===== src/rtl/eco32f_pkg.sv =====
// Shared constants and types for the eco32f writeback path.
package eco32f_pkg;

  localparam logic [1:0] LSU_SIZE_BYTE = 2'b00;
  localparam logic [1:0] LSU_SIZE_HALF = 2'b01;
  localparam logic [1:0] LSU_SIZE_WORD = 2'b10;

  localparam logic [0:0] WB_IDLE      = 1'b0;
  localparam logic [0:0] WB_LOAD_WAIT = 1'b1;

  typedef struct packed {
    logic [4:0]  rd;
    logic        we;
    logic        load;
    logic [1:0]  size;
    logic        sgn;
    logic [1:0]  addr_lo;
    logic [31:0] alu;
  } wb_stage_t;

endpackage


===== src/rtl/eco32f_load_align.sv =====
// Big-endian load lane select with sign/zero extension; purely combinational.
module eco32f_load_align
  import eco32f_pkg::*;
#(
  parameter int DATA_WIDTH = 32
) (
  input  logic [DATA_WIDTH-1:0] data,
  input  logic [1:0]            size,
  input  logic                  sgn,
  input  logic [1:0]            addr_lo,
  output logic [DATA_WIDTH-1:0] result
);

  logic [7:0]  lane_b;
  logic [15:0] lane_h;

  always_comb begin
    case (addr_lo)
      2'd0:    lane_b = data[31:24];
      2'd1:    lane_b = data[23:16];
      2'd2:    lane_b = data[15:8];
      default: lane_b = data[7:0];
    endcase
    lane_h = addr_lo[1] ? data[15:0] : data[31:16];

    case (size)
      LSU_SIZE_BYTE: result = {{24{sgn & lane_b[7]}}, lane_b};
      LSU_SIZE_HALF: result = {{16{sgn & lane_h[15]}}, lane_h};
      default:       result = data;
    endcase
  end

endmodule


===== src/rtl/eco32f_writeback.sv =====
// Writeback stage: stage register, load-completion FSM and the single
// register-file write port.
//   state        | meaning
//   WB_IDLE      | no load outstanding; captured non-load writes this cycle
//   WB_LOAD_WAIT | captured load waiting for dbus_ack / dbus_err
module eco32f_writeback
  import eco32f_pkg::*;
#(
  parameter int DATA_WIDTH = 32
) (
  input  logic                  clk,
  input  logic                  rst,
  input  logic                  mem_stall,
  input  logic                  mem_flush,
  input  logic [4:0]            mem_rf_r_addr,
  input  logic                  mem_rf_r_we,
  input  logic [DATA_WIDTH-1:0] mem_alu_result,
  input  logic                  mem_load,
  input  logic [1:0]            mem_lsu_size,
  input  logic                  mem_lsu_signed,
  input  logic [1:0]            mem_addr_lo,
  input  logic [DATA_WIDTH-1:0] dbus_dat_i,
  input  logic                  dbus_ack,
  input  logic                  dbus_err,
  output logic [4:0]            wb_rf_r_addr,
  output logic                  wb_rf_r_we,
  output logic [DATA_WIDTH-1:0] wb_rf_r,
  output logic                  wb_stall,
  output logic                  wb_bus_err
);

  wb_stage_t             stg;
  logic                  fresh;
  logic [0:0]            state;
  logic [DATA_WIDTH-1:0] rf_hold;
  logic [DATA_WIDTH-1:0] load_data;
  logic                  advance;
  logic                  load_done;
  logic                  we_raw;

  eco32f_load_align #(.DATA_WIDTH(DATA_WIDTH)) u_align (
    .data    (dbus_dat_i),
    .size    (stg.size),
    .sgn     (stg.sgn),
    .addr_lo (stg.addr_lo),
    .result  (load_data)
  );

  assign wb_stall   = (state == WB_LOAD_WAIT) & ~dbus_ack & ~dbus_err;
  assign wb_bus_err = (state == WB_LOAD_WAIT) & dbus_err;
  assign load_done  = (state == WB_LOAD_WAIT) & dbus_ack & ~dbus_err;
  // Nothing new enters while a load is outstanding, even if MEM is not stalled.
  assign advance    = ~mem_stall & ~wb_stall;

  always_comb begin
    we_raw = 1'b0;
    if (load_done)
      we_raw = stg.we;
    else if (state == WB_IDLE && fresh)
      we_raw = stg.we;
  end

  assign wb_rf_r_addr = stg.rd;
  assign wb_rf_r_we   = we_raw & (stg.rd != 5'd0);
  // The bypass register downstream relies on this holding between writes.
  assign wb_rf_r      = wb_rf_r_we ? ((state == WB_LOAD_WAIT) ? load_data : stg.alu)
                                   : rf_hold;

  always_ff @(posedge clk or negedge rst) begin
    if (!rst) begin
      stg   <= '0;
      fresh <= 1'b0;
    end else begin
      fresh <= advance;
      if (advance) begin
        stg.rd      <= mem_rf_r_addr;
        stg.we      <= mem_rf_r_we & ~mem_flush;
        stg.load    <= mem_load & ~mem_flush;
        stg.size    <= mem_lsu_size;
        stg.sgn     <= mem_lsu_signed;
        stg.addr_lo <= mem_addr_lo;
        stg.alu     <= mem_alu_result;
      end
    end
  end

  // A load enters LOAD_WAIT at its capture edge so a zero-wait ack completes
  // in the very next cycle.
  always_ff @(posedge clk or negedge rst) begin
    if (!rst)
      state <= WB_IDLE;
    else if (advance)
      state <= (mem_load & ~mem_flush) ? WB_LOAD_WAIT : WB_IDLE;
    else if (state == WB_LOAD_WAIT && (dbus_ack || dbus_err))
      state <= WB_IDLE;
  end

  always_ff @(posedge clk or negedge rst) begin
    if (!rst)
      rf_hold <= '0;
    else if (wb_rf_r_we)
      rf_hold <= wb_rf_r;
  end

endmodule


===== config.mk =====
export PLATFORM = sky130hd
export DESIGN_NAME = eco32f_writeback
export DESIGN_NICKNAME = d
export VERILOG_FILES = /design/src/rtl/eco32f_pkg.sv /design/src/rtl/eco32f_load_align.sv /design/src/rtl/eco32f_writeback.sv
export SDC_FILE = /design/constraint.sdc
export NUM_CORES = 1
export LEC_CHECK = 0
export CAP_MARGIN = 15
export CORE_UTILIZATION = 43
export CTS_BUF_LIST = sky130_fd_sc_hd__clkbuf_16
export DETAILED_ROUTE_END_ITERATION = 12
export PLACE_DENSITY = 0.76
export SLEW_MARGIN = 30
export SYNTH_ARGS = -nofsm -noshare
export SYNTH_HDL_FRONTEND = slang
export SYNTH_SLANG_ARGS = --single-unit

===== constraint.sdc =====
create_clock -name clk -period 2.3 [get_ports clk]
set_input_delay 0.69 -clock clk [delete_from_list [all_inputs] [get_ports clk]]
set_output_delay 0.69 -clock clk [all_outputs]
set_load 0.02 [all_outputs]

; ---- Word-level counts from Yosys, hierarchy flattened
; Cells that the tools add are included.
[op_classes]
n_eq_ne = 3
muxes = 10
bitwise_logic = 17
reduce_logical = 7
[ops]
columns = cell, count
row1 = 32-bit 2-to-1 mux, 2
row2 = 32-bit case mux with 2 select lines, 1
row3 = 8-bit case mux with 3 select lines, 1
row4 = 16-bit 2-to-1 mux, 1
row5 = 1-bit bitwise AND, 11
row6 = 1-bit NOT, 6
row7 = 1-bit 2-to-1 mux, 5
row8 = 5-bit nonzero test, 1
row9 = "2-bit by 1-bit == test with 1-bit output, second input constant", 2
row10 = 2-bit zero test, 2
row11 = "2-bit == test, second input constant", 1
row12 = 1-bit logical AND, 2
row13 = 2-bit nonzero test, 1
row14 = 1-bit logical OR, 1
[word_totals]
reg_bits = 77
inputBits = 82
out_inout_bits = 40
elab_cells = 46

; ---- Depth between registers and ports, before layout
[logic_depth]
ltp_word = 6
mapped_depth = 6
mapped_depth_nobuf = 5

; ---- By module
; Synthesis repeated with hierarchy kept, for this count alone.
[hier_totals]
hier_cells = 356
hier_area_um2 = 4584.4
[by_module_without_submodules]
columns = mod, instances, cells_each, area_per_inst_um2, seq_area_each_um2
row1 = eco32f_writeback, 1, 249, 3754.9, 1926.8
row2 = eco32f_load_align, 1, 107, 829.5, 0.0

; ---- Worst setup path after synthesis
; OpenSTA, ideal clock, no wires.
[synth_timing]
path_type = in2out
from = input port dbus_err
to = output port wb_rf_r[7]
arrival_time_ns = 1.973
required_time_ns = 1.610
setup_slack_ns = -0.363
path_stages = 6
n_path_buf = 1
cell_sequence = and3b_1 > o221ai_4 > inv_2 > buf_2 > o21ai_0 > o21ai_0
[synth_between]
elab_chain_len = 5
[synth_lines]
columns = item, line_no
row1 = from (decl), eco32f_writeback.sv:24  ; input logic dbus_err,
row2 = 1-bit NOT, eco32f_writeback.sv:51  ; assign load_done = (state == WB_LOAD_WAIT) & dbus_ack & ~dbus_err;
row3 = 1-bit bitwise AND, eco32f_writeback.sv:51
row4 = 1-bit 2-to-1 mux, eco32f_writeback.sv:57  ; if (load_done)
row5 = 1-bit bitwise AND, eco32f_writeback.sv:64  ; assign wb_rf_r_we = we_raw & (stg.rd != 5'd0);
row6 = 32-bit 2-to-1 mux, eco32f_writeback.sv:66  ; assign wb_rf_r = wb_rf_r_we ? ((state == WB_LOAD_WAIT) ? load_data : stg.alu)
row7 = to (decl), eco32f_writeback.sv:27  ; output logic [DATA_WIDTH-1:0] wb_rf_r,
; Every way passes these cells.

; ---- Worst setup path after layout
[layout_timing]
from = register stg (netlist bit wb_rf_r_addr[2])
to = output port wb_rf_r[19]
[layout_between]
elab_chain_len = 3
[layout_lines]
columns = item, line_no
row1 = from (decl), eco32f_writeback.sv:32  ; wb_stage_t stg;
row2 = 5-bit nonzero test, eco32f_writeback.sv:64
row3 = 1-bit bitwise AND, eco32f_writeback.sv:64
row4 = 32-bit 2-to-1 mux, eco32f_writeback.sv:66
; Every way passes these cells.

==> results.sh <==
export IMPL_hold_path_class="in2async"
export IMPL_ant_nets=0
export IMPL_maxCapViolCount=0
export IMPL_cts_made_buffers=9
export IMPL_layout_common_cells="clkdlybuf4s50_1 (82), buf_4 (80), dfrtp_1 (77)"
export IMPL_htree_levels=3
export IMPL_tns_ps=-20740
export IMPL_synth_edf_count=0
export IMPL_finalSetupViolCount=33
export IMPL_drv_slew=0
export IMPL_grt_ovfl_total=0
export IMPL_setup_worst_path_start_class="flip-flop"
export IMPL_port_buffers=121
export IMPL_drt_vias_per_instance=5.67
export IMPL_synth_top_area_share_pct=45.9
export IMPL_synth_distinct_cells=41
export IMPL_cts_sinks=77
export IMPL_synthArstFlopShare_pct=100
export IMPL_pwr_density_cell_mw_per_mm2=832
export IMPL_yosys_area_top_type="dfrtp_1"
export IMPL_violations="design-rule violations, negative setup slack"
export IMPL_grt_pass1_vias=4406
export IMPL_r2r_end="rf_hold[14]$_DFFE_PN0P_"
export IMPL_wl_per_cell_um=19.3
export IMPL_skew_ps=10.9
export IMPL_ir_worst_vdd_uv=609
export IMPL_routed_wl_um=14000
export IMPL_rsz0062_at_grt="true"
export IMPL_critPathCaptureType="output pin"
export IMPL_post_route_util_pct=76.8
export IMPL_pin_count=122
export IMPL_fillers=644
export IMPL_coreArea_mm2=0.00937
export IMPL_syn_cell_area_mm2=0.00420
export IMPL_ys_flop_type="dfrtp_1"
export IMPL_die_y_um=101
export IMPL_max_slew_worst_pin_slew_ps=415
export IMPL_relSlewSlack_pct=72.3
export IMPL_cts_clk_slew_worst_paths_ps=70
export IMPL_drtPass1Iterations=8
export IMPL_path_class="reg2out"
export IMPL_max_freq_mhz=334
export IMPL_die_w_um=101
export IMPL_insertion_delay_ps=330
export IMPL_drive_gt1_share_pct=45.6
export IMPL_r2r_start="wb_rf_r_addr[2]$_DFFE_PN0P_"
export IMPL_synth_seq_area_share_pct=45.9
export IMPL_arrival_ps=2300
export IMPL_cp_max_fo=5
export IMPL_crit_required_ps=1610
export IMPL_final_nets=673
export IMPL_final_common_cell="clkdlybuf4s50_1"
export IMPL_hold_viol=0
export IMPL_stdcell_count=725
export IMPL_cts_root_buffer="clkbuf_16"
export IMPL_post_route_period_util_pct=130
export IMPL_total_power_w=0.00599
export IMPL_status="finished, violations left"
export IMPL_drc_errors=2
export IMPL_synth_area_leaders="dfrtp_1 (46%), mux2_2 (11%), a21oi_1 (6.4%)"
export IMPL_power_leakage_nw=3.00
export IMPL_r2r_slack_ps=170
export IMPL_grt_pass1_wl_um=21900
export IMPL_place_gp_congestion=0.841
export IMPL_drt_iter0_markers=204
export IMPL_setup_ws_ps=-694
export IMPL_die_area_mm2=0.0102
export IMPL_initial_core_util_pct=44.8
export IMPL_clk_path_buf_depth=2
export IMPL_ys_warn_count=0
export IMPL_antenna_found_initial=0
export IMPL_postSynthCellCount=407
export IMPL_area_delta_synth_final_pct=71.3
export IMPL_std_cell_rows=35
export IMPL_post_route_min_period_ps=2990
export IMPL_dp_hpwl_um=9140
export IMPL_cts_tree="yes"
export IMPL_grt_total_usage_pct=28.5
export IMPL_num_vias=4112
export IMPL_dpl_cell_count=687
export IMPL_ys_ff_latch=77
export IMPL_avgSynthCellArea_um2=10.3
export IMPL_reg2reg_depth=8
export IMPL_antenna_cells=0
export IMPL_fin_hold_ws_ps=286
export IMPL_grt_max_degree=49
export IMPL_synth_nets=489
export IMPL_cts_hold_buf=0
## cells in the mapped netlist, types with 3 or more instances
| cell | instances |
|---|---|
| nor2b_1 | 8 |
| nor2_1 | 32 |
| dfrtp_1 | 77 |
| a22o_1 | 16 |
| a21oi_1 | 54 |
| or2_2 | 17 |
| nand2_1 | 6 |
| a311oi_1 | 8 |
| o221ai_1 | 6 |
| buf_2 | 12 |
| mux2i_1 | 24 |
| o22ai_1 | 6 |
| buf_4 | 6 |
| nand2b_1 | 7 |
| a21bo_2 | 8 |
| buf_1 | 3 |
| o21ai_0 | 17 |
| clkbuf_1 | 15 |
| a31oi_1 | 14 |
| and3_1 | 8 |
| mux2_2 | 41 |
## routing by layer
metal / vias up / share of wire [%] / track usage [%]
li1: 1875 / - / -
met1: 2067 / 41 / 35.9
met2: 144 / 51 / 49.4
met3: 26 / 5.8 / 5.48
met4: 0 / 1.9 / 8.81
met5: - / 0 / 0
## layout make-up
class | count | area, µm² | area share, %
clock inverters | 7 | 115 | 1.60
flip-flops and latches | 77 | 1930 | 26.8
well taps | 129 | 161 | 2.24
inverters | 3 | 16.3 | 0.226
multi-input cells | 290 | 2640 | 36.7
clock buffers | 9 | 225 | 3.13
repair buffers | 210 | 2110 | 29.3
## worst max-delay path: stages, from the launching register on
cell	delay (ps)
dfrtp_1	380
or4_4	560
o221ai_4	270
inv_6	110
buf_16	170
mux2i_4	190
a21oi_4	150
buf_6	140
## kinds of logic after synthesis
kind of cell           Yosys count  share of synthesized area, %
AO/OA/AOI/OAI                  139                          22.0
multiplexers                    65                          16.7
buffers and inverters           40                          4.65
flip-flops                      77                          45.9
AND/OR/NAND/NOR                 86                          10.8
## how the worst max path moves through the flow
| stage | start | end | slack, ps |
|---|---|---|---|
| floorplan | wb_rf_r_addr[1]$_DFFE_PN0P_ | wb_rf_r[0] | -110 |
| global placement | dbus_err | wb_rf_r[19] | -1180 |
| detailed placement | dbus_err | wb_rf_r[21] | -1210 |
| CTS | wb_rf_r_addr[2]$_DFFE_PN0P_ | wb_rf_r[17] | -700 |
| global route | wb_rf_r_addr[2]$_DFFE_PN0P_ | wb_rf_r[17] | -760 |
| finish | wb_rf_r_addr[2]$_DFFE_PN0P_ | wb_rf_r[19] | -690 |
## repair_timing
action / CTS / global route
pin swaps: 24 / 1
gates cloned: 6 / 0
endpoints found under the setup margin: 35 / 33
gates resized for setup: 272 / 9
setup buffers: 18 / 1
## metrics by stage
stage          setup slack [ps]  cell area (µm²)
2_1_floorplan              -109             4470
3_3_place_gp              -1180             6220
3_5_place_dp              -1210             6220
4_1_cts                    -701             7210
5_1_grt                    -765             7190
6_report                   -694             7190
## power by group
part	switching (W)	internal (W)	total [W]
Clock	0.000595	0.00106	0.00165
Sequential	0.000208	0.00165	0.00186
Combinational	0.00116	0.00131	0.00247
## sequential cells by signal, indices dropped and copies added, names as in the netlist
name	flops
fresh	1
rf_hold	32
wb_rf_r_addr	5
state	1
stg	38
Note: power is estimated with default switching activity, not from simulation.
